==> src/rtl/mux_pkg.sv <==
// Shared state encoding and default sizing for the N-way select pipeline stage.
package mux_pkg;

    localparam int DEF_WIDTH = 32;
    localparam int DEF_NWAY  = 4;
    localparam int DEF_CNTW  = 16;

    typedef enum logic [1:0] {
        ST_EMPTY = 2'd0,
        ST_ONE   = 2'd1,
        ST_TWO   = 2'd2
    } state_e;

endpackage

==> src/rtl/mux_nway_sel.sv <==
// Purpose: combinational N-way WIDTH-bit selector with out-of-range flag.
// Latency: 0 cycles (pure combinational).
// Backpressure: none; the enclosing stage owns flow control.
module mux_nway_sel #(
    parameter int WIDTH = 32,
    parameter int NWAY  = 4,
    parameter int SELW  = $clog2(NWAY)
) (
    input  logic [NWAY*WIDTH-1:0] data_i,
    input  logic [SELW-1:0]       sel_i,
    output logic [WIDTH-1:0]      data_o,
    output logic                  sel_err_o
);

    // A select that matches no way leaves data at zero and keeps the error flag set.
    always_comb begin
        data_o    = '0;
        sel_err_o = 1'b1;
        for (int k = 0; k < NWAY; k++) begin
            if (sel_i == SELW'(k)) begin
                data_o    = data_i[k*WIDTH +: WIDTH];
                sel_err_o = 1'b0;
            end
        end
    end

endmodule

==> src/rtl/mux_nway_pipe.sv <==
// Purpose: N-way select with registered output, 2-entry skid buffer and accepted-beat counter.
// Latency: 1 cycle from accept to out_valid.
// Backpressure: in_ready (registered) drops the cycle after the skid entry fills.
module mux_nway_pipe
    import mux_pkg::*;
#(
    parameter int WIDTH = DEF_WIDTH,
    parameter int NWAY  = DEF_NWAY,
    parameter int SELW  = $clog2(NWAY),
    parameter int CNTW  = DEF_CNTW
) (
    input  logic                  clk,
    input  logic                  rst_n,
    input  logic                  flush,
    input  logic                  in_valid,
    output logic                  in_ready,
    input  logic [SELW-1:0]       in_sel,
    input  logic [NWAY*WIDTH-1:0] in_data,
    output logic                  out_valid,
    input  logic                  out_ready,
    output logic [WIDTH-1:0]      out_data,
    output logic [SELW-1:0]       out_sel,
    output logic                  out_sel_err,
    output logic [CNTW-1:0]       beat_count
);

    state_e            state_q;
    logic [WIDTH-1:0]  main_data_q, skid_data_q;
    logic [SELW-1:0]   main_sel_q, skid_sel_q;
    logic              main_err_q, skid_err_q;
    logic              out_valid_q, in_ready_q;
    logic [CNTW-1:0]   count_q;

    logic [WIDTH-1:0]  sel_data_d;
    logic              sel_err_d;
    logic              accept, drain;

    // Select is resolved at accept time so buffered entries hold final data.
    mux_nway_sel #(
        .WIDTH (WIDTH),
        .NWAY  (NWAY),
        .SELW  (SELW)
    ) u_sel (
        .data_i    (in_data),
        .sel_i     (in_sel),
        .data_o    (sel_data_d),
        .sel_err_o (sel_err_d)
    );

    assign accept = in_valid && in_ready_q;
    assign drain  = out_valid_q && out_ready;

    always_ff @(posedge clk or negedge rst_n) begin
        if (!rst_n) begin
            state_q     <= ST_EMPTY;
            main_data_q <= '0;
            main_sel_q  <= '0;
            main_err_q  <= 1'b0;
            skid_data_q <= '0;
            skid_sel_q  <= '0;
            skid_err_q  <= 1'b0;
            out_valid_q <= 1'b0;
            in_ready_q  <= 1'b1;
            count_q     <= '0;
        end else if (flush) begin
            // Discards buffered beats and any beat offered this cycle; the counter is kept.
            state_q     <= ST_EMPTY;
            out_valid_q <= 1'b0;
            in_ready_q  <= 1'b1;
        end else begin
            if (accept) begin
                count_q <= count_q + CNTW'(1);
            end
            case (state_q)
                ST_EMPTY: begin
                    if (accept) begin
                        main_data_q <= sel_data_d;
                        main_sel_q  <= in_sel;
                        main_err_q  <= sel_err_d;
                        out_valid_q <= 1'b1;
                        state_q     <= ST_ONE;
                    end
                end
                ST_ONE: begin
                    if (accept && drain) begin
                        main_data_q <= sel_data_d;
                        main_sel_q  <= in_sel;
                        main_err_q  <= sel_err_d;
                    end else if (accept) begin
                        skid_data_q <= sel_data_d;
                        skid_sel_q  <= in_sel;
                        skid_err_q  <= sel_err_d;
                        in_ready_q  <= 1'b0;
                        state_q     <= ST_TWO;
                    end else if (drain) begin
                        out_valid_q <= 1'b0;
                        state_q     <= ST_EMPTY;
                    end
                end
                ST_TWO: begin
                    if (drain) begin
                        main_data_q <= skid_data_q;
                        main_sel_q  <= skid_sel_q;
                        main_err_q  <= skid_err_q;
                        in_ready_q  <= 1'b1;
                        state_q     <= ST_ONE;
                    end
                end
                default: begin
                    out_valid_q <= 1'b0;
                    in_ready_q  <= 1'b1;
                    state_q     <= ST_EMPTY;
                end
            endcase
        end
    end

    assign in_ready    = in_ready_q;
    assign out_valid   = out_valid_q;
    assign out_data    = main_data_q;
    assign out_sel     = main_sel_q;
    assign out_sel_err = main_err_q;
    assign beat_count  = count_q;

endmodule

==> config.mk <==
export PLATFORM = sky130hd
export DESIGN_NAME = mux_nway_pipe
export DESIGN_NICKNAME = d
export VERILOG_FILES = /design/src/rtl/mux_pkg.sv /design/src/rtl/mux_nway_sel.sv /design/src/rtl/mux_nway_pipe.sv
export SDC_FILE = /design/constraint.sdc
export NUM_CORES = 1
export LEC_CHECK = 0
export BUFFER_PORTS_ARGS = -buffer_cell sky130_fd_sc_hd__buf_2
export CAP_MARGIN = 20
export CORE_ASPECT_RATIO = 1.5
export CORE_UTILIZATION = 31
export DETAILED_ROUTE_END_ITERATION = 8
export GPL_ROUTABILITY_DRIVEN = 1
export PLACE_DENSITY = 0.62
export SYNTH_ARGS = -nofsm -noshare
export SYNTH_HDL_FRONTEND = slang
export SYNTH_SLANG_ARGS = --single-unit
==> constraint.sdc <==
create_clock -name clk -period 1.9 [get_ports clk]
set_clock_uncertainty 0.05 [all_clocks]
set_input_delay 0.285 -clock clk [delete_from_list [all_inputs] [get_ports clk]]
set_output_delay 0.285 -clock clk [all_outputs]
set_load 0.03 [all_outputs]
==> results of run 1 <==
-- routing by layer --
layer,up-vias,share of wire,global-route usage
li1,2184,-,-
met1,2043,0.43,0.198
met4,0,0.024,0.0729
met2,103,0.51,0.293
met5,-,0,0
met3,20,0.035,0.0167
-- final timing paths --
path | start | cells past startpoint | end
worst max-delay path | in_ready | 5 | beat_count[9]
worst min-delay path | flush | 2 | out_valid
worst max register to register | in_ready | 5 | beat_count[9]
worst min register to register | beat_count[15] | 1 | beat_count[15]
max in group asynchronous | rst_n | 3 | out_data[18]
min in group asynchronous | rst_n | 2 | out_data[2]
-- cells by family (layout without fill, tap and decap cells) --
kind of cell / count (synthesis) / count (layout) / synth area share
AOI/OAI and AO/OA: 96 / 96 / 0.117
and+or+nand+nor: 156 / 156 / 0.145
adders and majority gates: 1 / 1 / 0.00243
muxes: 112 / 112 / 0.234
DFF: 90 / 90 / 0.437
buffers and inverters: 41 / 231 / 0.0391
xor gates and xnor gates: 15 / 15 / 0.0255
-- critical path, cell delays in order (launching register included) --
cell and delay [ns]:
dfstp_2 0.57, nand2_1 0.16, nor4_2 0.35, buf_4 0.19, and4_1 0.20, xor2_1 0.14
-- cells in the mapped netlist (2+ instances only) --
cell,n
xor2_1,6
nand3b_1,2
nand2_1,49
nand2b_1,2
buf_2,16
buf_6,3
inv_1,3
o21ai_0,34
a21oi_1,26
mux2_1,9
xnor2_1,9
mux2_2,59
mux2i_1,44
a221oi_1,10
nor3_1,2
nor2_1,58
nor3b_1,22
and2_1,2
nand4_1,3
or2_2,2
dfrtp_1,89
a211oi_1,22
nand3_1,5
clkbuf_1,16
nor4_2,2
-- through the flow --
stage	hold WS, ns	util	instances	total power, mW	cell area [sq um]
6_report	0.161	0.413	907	7.72	6720
5_1_grt	0.162	0.413	907	8.22	6720
4_1_cts	0.147	0.413	907	7.83	6710
3_5_place_dp	0.248	0.395	890	6.10	6420
3_3_place_gp	0.243	0.395	890	6.05	6420
2_1_floorplan	-0.0606	-	511	5.07	5160
-- layout make-up --
cell class / count / share of cell area
Clock inverter: 7 / 0.00801
Clock buffer: 9 / 0.0335
Tap cell: 206 / 0.0384
Timing Repair Buffer: 212 / 0.180
Inverter: 3 / 0.00168
Sequential cell: 90 / 0.336
Multi-Input combinational cell: 380 / 0.403
-- report_power, final --
part / total, mW / switching (mW) / internal (mW)
clock: 1.69 / 0.796 / 0.896
sequential: 3.11 / 0.436 / 2.67
combinational: 2.92 / 1.79 / 1.12
total: 7.72 / 3.02 / 4.69
-- what timing repair did --
item                       CTS  global route
hold endpoints to repair    33             0
hold buffers                 1             0
setup endpoints to repair    0             1
gates resized for setup      0             1
-- registers in the layout, indices dropped and copies added, names as in the netlist --
register     count
out_valid        1
out_sel_err      1
in_ready         1
skid_err_q       1
beat_count      16
state_q          2
skid_sel_q       2
skid_data_q     32
out_sel          2
out_data        32
==> run metrics, run 1 <==
synthesized flop and latch total 90; largest cells by area after synthesis dfrtp_1 43%, mux2_2 13%, mux2i_1 8.5%, nor2_1 4.2%, nand2_1 3.6%; max_cap viols 0; WP data required 2.12 ns; Fmax 577 MHz; vias per cell 4.80; post-synthesis sequential area ratio 0.437; Mapped Area 0.00516 sq mm; Avg WL per Cell 15.0 um; # diodes 0; Routability Congestion 0.762; Post-synth ARST share 1.00; # H-tree levels 3; worst skew pair latency 0.34 ns; Lkg Pwr 3.25 nW; post-synth top area share 0.432; Initial Util 0.317; Port Buf Inserts 187; grt ovf 0; element type at the critical path end register; Num CTS Buffers 9; Routed WL 13600 um; share of cells above drive strength 1 0.425; worst vdd ir 0.000473 V; area grow syn2layout 30.2%; core area 0.0163 sq mm; postcts setup bufs 0; crit path kind reg -> reg; flop2flop setup slack 0.17 ns; Layout Nets 832; fillers 1662; most common cell after layout, fill and taps aside buf_2; Clk pin slew, worst setup/hold paths 0.07 ns; Sink Count 90; Hold Crit Class in -> reg; status completed; DRC Markers 0; EDFF count, synth 0; global-route wire length before repair 21900 um; Die ar. 0.0172 sq mm; Mapped Cells 511; multi-input logic area 0.00271 sq mm; final hold vios 0; unrepaired setup endpoints after global routing no; Fin Setup TNS 0 ns; Worst-Margin Slew 0.525 ns; post-DP HPWL 10200 um; min cycle time layout 1.73 ns; crit path max fanout 6; initial antenna violation count 0; crit share post-route 0.912; CTS root buf clkbuf_16; drt pass-1 iters 4; Setup Slack @ Placement 0.146 ns; Synth warnings 0; CTS tree done; most frequent cells in the layout 185 x buf_2, 89 x dfrtp_1, 59 x mux2_2, 58 x nor2_1, 49 x nand2_1; vias in the first global route 4343; clk buf depth 2; Antenna Nets Post-Route 0; slew margin rel. 0.650; CP Launch Type register; setup ws final 0.168 ns; Detailed Route Iter0 Violations 101; # rows 57; largest net degree at the start of global routing 41; CP Data Arrival Time 1.95 ns; syn avg cell area 10.1 sq um; register area 0.00225 sq mm; pwr/cell area 1150 mW/mm^2; Final setup viols 0; Die Y 160 um; # IOs 188; net count after synthesis 647; top cell type by total area after synthesis dfrtp_1; vias 4350; GRT Total Usage 0.165; final slew viol count 0; synth unique cells 41; Primary FF master, synth dfrtp_1; width of the die 107 um
Note: power is estimated with default switching activity, not from simulation.
==> run 2: changes to the inputs <==
- PLACE_DENSITY: 0.62 -> 0.61
==> run metrics, run 2 (same netlist as run 1, synthesis figures left out) <==
Layout Nets 834 (+0.24%); total power 8.24 mW (+6.8%); CP Launch Type register; Setup Slack @ Placement 0.0495 ns (-0.0960 ns); worst skew pair latency 0.34 ns (about the same); fillers 1630 (-1.9%); GRT Total Usage 0.160 (-0.00443); drt pass-1 iters 4 (unchanged); Die ar. 0.0172 sq mm (unchanged); Antenna Nets Post-Route 0 (unchanged); min cycle time layout 1.78 ns (+0.0469 ns); Port Buf Inserts 187 (unchanged); vias in the first global route 4153 (-4.4%); Hold Path Sink out_valid; setup ws final 0.121 ns (-0.0469 ns); DRC Markers 0 (unchanged); WP data required 2.07 ns (-0.05 ns); postcts setup bufs 0 (unchanged); crit path max fanout 11 (+5); # rows 57 (unchanged); Post-DP Area 0.00647 sq mm (+0.70%); flop2flop setup slack 0.12 ns (-0.05 ns); Lkg Pwr 3.33 nW (+2.5%); core area 0.0163 sq mm (unchanged); worst vdd ir 0.000668 V (+41%); Routed WL 13600 um (-0.37%); vias per cell 4.83 (+0.72%); # IOs 188 (unchanged); global-route wire length before repair 21200 um (-3.1%); multi-input logic area 0.00272 sq mm (+0.55%); final slew viol count 0 (unchanged); unrepaired setup endpoints after global routing no; hold path start out_ready; Hold Crit Class in -> reg; vias 4391 (+0.94%); Die Y 160 um (unchanged); Num CTS Buffers 9 (unchanged); most frequent cells in the layout 185 x buf_2, 89 x dfrtp_1, 59 x mux2_2, 58 x nor2_1, 48 x nand2_1; Routability Congestion 0.747 (-2.0%); worst-case hold slack 0.242 ns (+0.0810 ns); Final setup viols 0 (unchanged); Post-Place Cells 892 (+0.22%); largest net degree at the start of global routing 50 (+22%); share of cells above drive strength 1 0.425 (about the same); max_cap viols 0 (unchanged); cell area after layout 0.00686 sq mm (+2.1%); slew margin rel. 0.617 (-0.0335); Worst Hold Depth 4 (+2); status completed; final hold vios 0 (unchanged); Crit Reg-Reg Startpoint state_q[0]; Sink Count 90 (unchanged); Worst Reg-to-Reg Cells 4 (-1); Fin Setup TNS 0 ns (unchanged); Non-Filler Instances 909 (+0.22%); CTS root buf clkbuf_16; clk buf depth 2 (unchanged); Final Util 0.422 (+0.00885); grt ovf 0 (unchanged); crit path kind reg -> reg; crit share post-route 0.936 (+0.0247); width of the die 107 um (unchanged); Detailed Route Iter0 Violations 135 (+34%); Clk pin slew, worst setup/hold paths 0.06 ns (about the same); post-DP HPWL 10100 um (-0.84%); Initial Util 0.317 (unchanged); # diodes 0 (unchanged); CP Data Arrival Time 1.95 ns (about the same); register area 0.00225 sq mm (unchanged); initial antenna violation count 0 (unchanged); Fmax 562 MHz (-2.6%); CTS tree done; worst r2r dst out_data[5]; area grow syn2layout 33.0%; pwr/cell area 1200 mW/mm^2 (+4.5%); Worst-Margin Slew 0.575 ns (+0.0503 ns); element type at the critical path end register; most common cell after layout, fill and taps aside buf_2; # H-tree levels 3 (unchanged); Avg WL per Cell 14.9 um (-0.59%)
==> run 2: repair_timing <==
item,4_1_cts,5_1_grt
endpoints found under the hold margin,23,0
setup endpoints to repair,0,4
resized for setup,0,2
hold buffers,1,0
==> run 2: how the worst max path moves through the flow <==
stage                           from       endpoint  slack (ns)  cells after the start
final                     state_q[0]    out_data[5]        0.12                      4
after global routing      state_q[0]    out_data[5]        0.02                      4
after CTS                   in_ready  beat_count[9]        0.04                      4
after detailed placement    in_ready  beat_count[9]        0.05                      4
after global placement      in_ready  beat_count[9]        0.09                      4
after floorplan             in_ready   out_data[15]        0.09                      5
==> run 2: layout make-up <==
cell class | instances | share of cell area
timing repair buffer | 214 | 0.182
tap | 206 | 0.0376
multi-input combinational | 380 | 0.397
inverter | 3 | 0.00164
sequential | 90 | 0.329
clock buffer | 11 | 0.0354
clock inverter | 5 | 0.0182
==> run 2: critical path: stages (launching register included) <==
cell      delay [ns]
dfrtp_1         0.46
nand2b_2        0.21
and2_1          0.50
a221oi_1        0.16
mux2_2          0.29
==> run 2: layer usage <==
layer	GRT usage	wire [um]	up-vias
met3	0.0261	532	16
met4	0.0579	282	0
met1	0.196	5890	2076
met2	0.281	6860	113
met5	0	0	-
li1	-	-	2186
==> run 2: report_power, final <==
group	switching [mW]	internal, mW
clock network	0.740	1.45
logic	1.83	1.14
registers	0.408	2.67
==> run 3: changes to the inputs <==
- CORE_UTILIZATION: 31 -> 25
- PLACE_DENSITY: 0.61 -> default
==> run metrics, run 3 (same netlist as run 1, synthesis figures left out) <==
Fmax 567 MHz (+0.83%); Detailed Route Iter0 Violations 165 (+22%); share of cells above drive strength 1 0.420 (-0.00532); grt ovf 0 (unchanged); CP Launch Type register; worst skew pair latency 0.35 ns (about the same); setup ws final 0.135 ns (+0.0146 ns); drt pass-1 iters 4 (unchanged); core area 0.0203 sq mm (+25%); area grow syn2layout 32.4%; element type at the critical path end register; Crit Reg-Reg Startpoint state_q[1]; GR met3 Demand/Resource 0.0257 (-0.000416); most frequent cells in the layout 185 x buf_2, 89 x dfrtp_1, 59 x mux2_2, 58 x nor2_1, 49 x nand2_1; max_cap viols 0 (unchanged); Fin Setup TNS 0 ns (unchanged); met1 Track Usage GR 0.161 (-0.0346); Hold Crit Class in -> reg; # rows 64 (+12%); slew margin rel. 0.692 (+0.0756); Routability Congestion 0.717 (-3.9%); vias per cell 4.62 (-4.3%); flop2flop setup slack 0.14 ns (about the same); min cycle time layout 1.76 ns (-0.0146 ns); register area 0.00225 sq mm (unchanged); WP data required 2.08 ns (about the same); CTS root buf clkbuf_16; Post-Place Cells 947 (+6.2%); Worst-Margin Slew 0.449 ns (-0.126 ns); Lkg Pwr 3.27 nW (-1.8%); Avg WL per Cell 14.6 um (-2.5%); worst r2r dst out_data[27]; most common cell after layout, fill and taps aside buf_2; Port Buf Inserts 187 (unchanged); multi-input logic area 0.00272 sq mm (-0.18%); hold path start flush; Sink Count 90 (unchanged); Initial Util 0.254 (-0.0636); postcts setup bufs 0 (unchanged); fillers 2158 (+32%); final hold vios 0 (unchanged); pwr/cell area 1150 mW/mm^2 (-4.0%); crit share post-route 0.929 (-0.00768); status completed; Clk pin slew, worst setup/hold paths 0.06 ns (about the same); Num CTS Buffers 9 (unchanged); Routed WL 14000 um (+3.5%); CTS tree done; crit path max fanout 29 (+18); Hold Path Sink out_valid; global-route wire length before repair 22400 um (+5.6%); unrepaired setup endpoints after global routing no; Die ar. 0.0212 sq mm (+24%); worst-case hold slack 0.143 ns (-0.0991 ns); CP Data Arrival Time 1.94 ns (about the same); GRT Total Usage 0.138 (-0.0226); GRT busiest layer met2; worst vdd ir 0.000352 V (-47%); largest net degree at the start of global routing 38 (-24%); Non-Filler Instances 965 (+6.2%); post-DP HPWL 10300 um (+1.9%); vias 4460 (+1.6%); Layout Nets 831 (-0.36%); # H-tree levels 3 (unchanged); Antenna Nets Post-Route 0 (unchanged); vias in the first global route 4389 (+5.7%); crit path kind reg -> reg; Final setup viols 0 (unchanged); final slew viol count 0 (unchanged); Die Y 178 um (+11%); width of the die 119 um (+11%); clk buf depth 2 (unchanged); DRC Markers 0 (unchanged); Worst Hold Depth 2 (-2); Setup Slack @ Placement 0.0536 ns (+0.00406 ns); Worst Reg-to-Reg Cells 5 (+1); met2 Use GR 0.244 (-0.0370); # IOs 188 (unchanged); initial antenna violation count 1 (+1)
==> run 3: final cells by class <==
type	instances	area share
diodes	1	0.000367
clock buffers	14	0.0387
multi-input cells	380	0.398
inverters	3	0.00165
flip-flops and latches	90	0.330
repair buffers	211	0.177
clock inverters	2	0.00513
well taps	264	0.0484
==> run 3: timing repair <==
item                                    CTS  global route
resized for setup                         0             1
endpoints found under the setup margin    0             3
hold buffers                              1             0
hold endpoints to repair                 30             0
==> run 3: per-layer routing <==
layer | share of wire | vias to the layer above
met5 | 0 | -
li1 | - | 2180
met1 | 0.42 | 2121
met3 | 0.043 | 18
met4 | 0.025 | 0
met2 | 0.51 | 141
==> run 3: through the flow <==
stage          cell area [sq um]  power, mW  utilization
3_5_place_dp                6510       6.12        0.320
5_1_grt                     6830       8.38        0.336
3_3_place_gp                6510       6.05        0.320
4_1_cts                     6820       8.01        0.335
6_report                    6830       7.87        0.336
2_1_floorplan               5160       5.07            -
==> run 3: how the worst max path moves through the flow <==
stage,endpoint,start,slack (ns)
after detailed placement,out_data[0],state_q[1],0.05
after global placement,out_data[0],state_q[1],0.08
after CTS,out_data[0],state_q[1],0.04
after global routing,beat_count[8],in_ready,0.003
final,out_data[27],state_q[1],0.14
after floorplan,out_data[15],in_ready,0.09
==> run 3: critical path: stages, from the launching register on <==
cell and delay, ns:
dfrtp_1 0.47, nand2b_2 0.21, o22ai_2 0.14, o21bai_4 0.16, buf_12 0.24, mux2_2 0.36
==> run 3: report_power, final <==
part / leakage, nW / switching (mW) / internal [mW]
Sequential: 1.11 / 0.414 / 2.67
Combinational: 2.01 / 1.81 / 1.13
Clock: 0.147 / 0.746 / 1.09
Total: 3.27 / 2.97 / 4.90
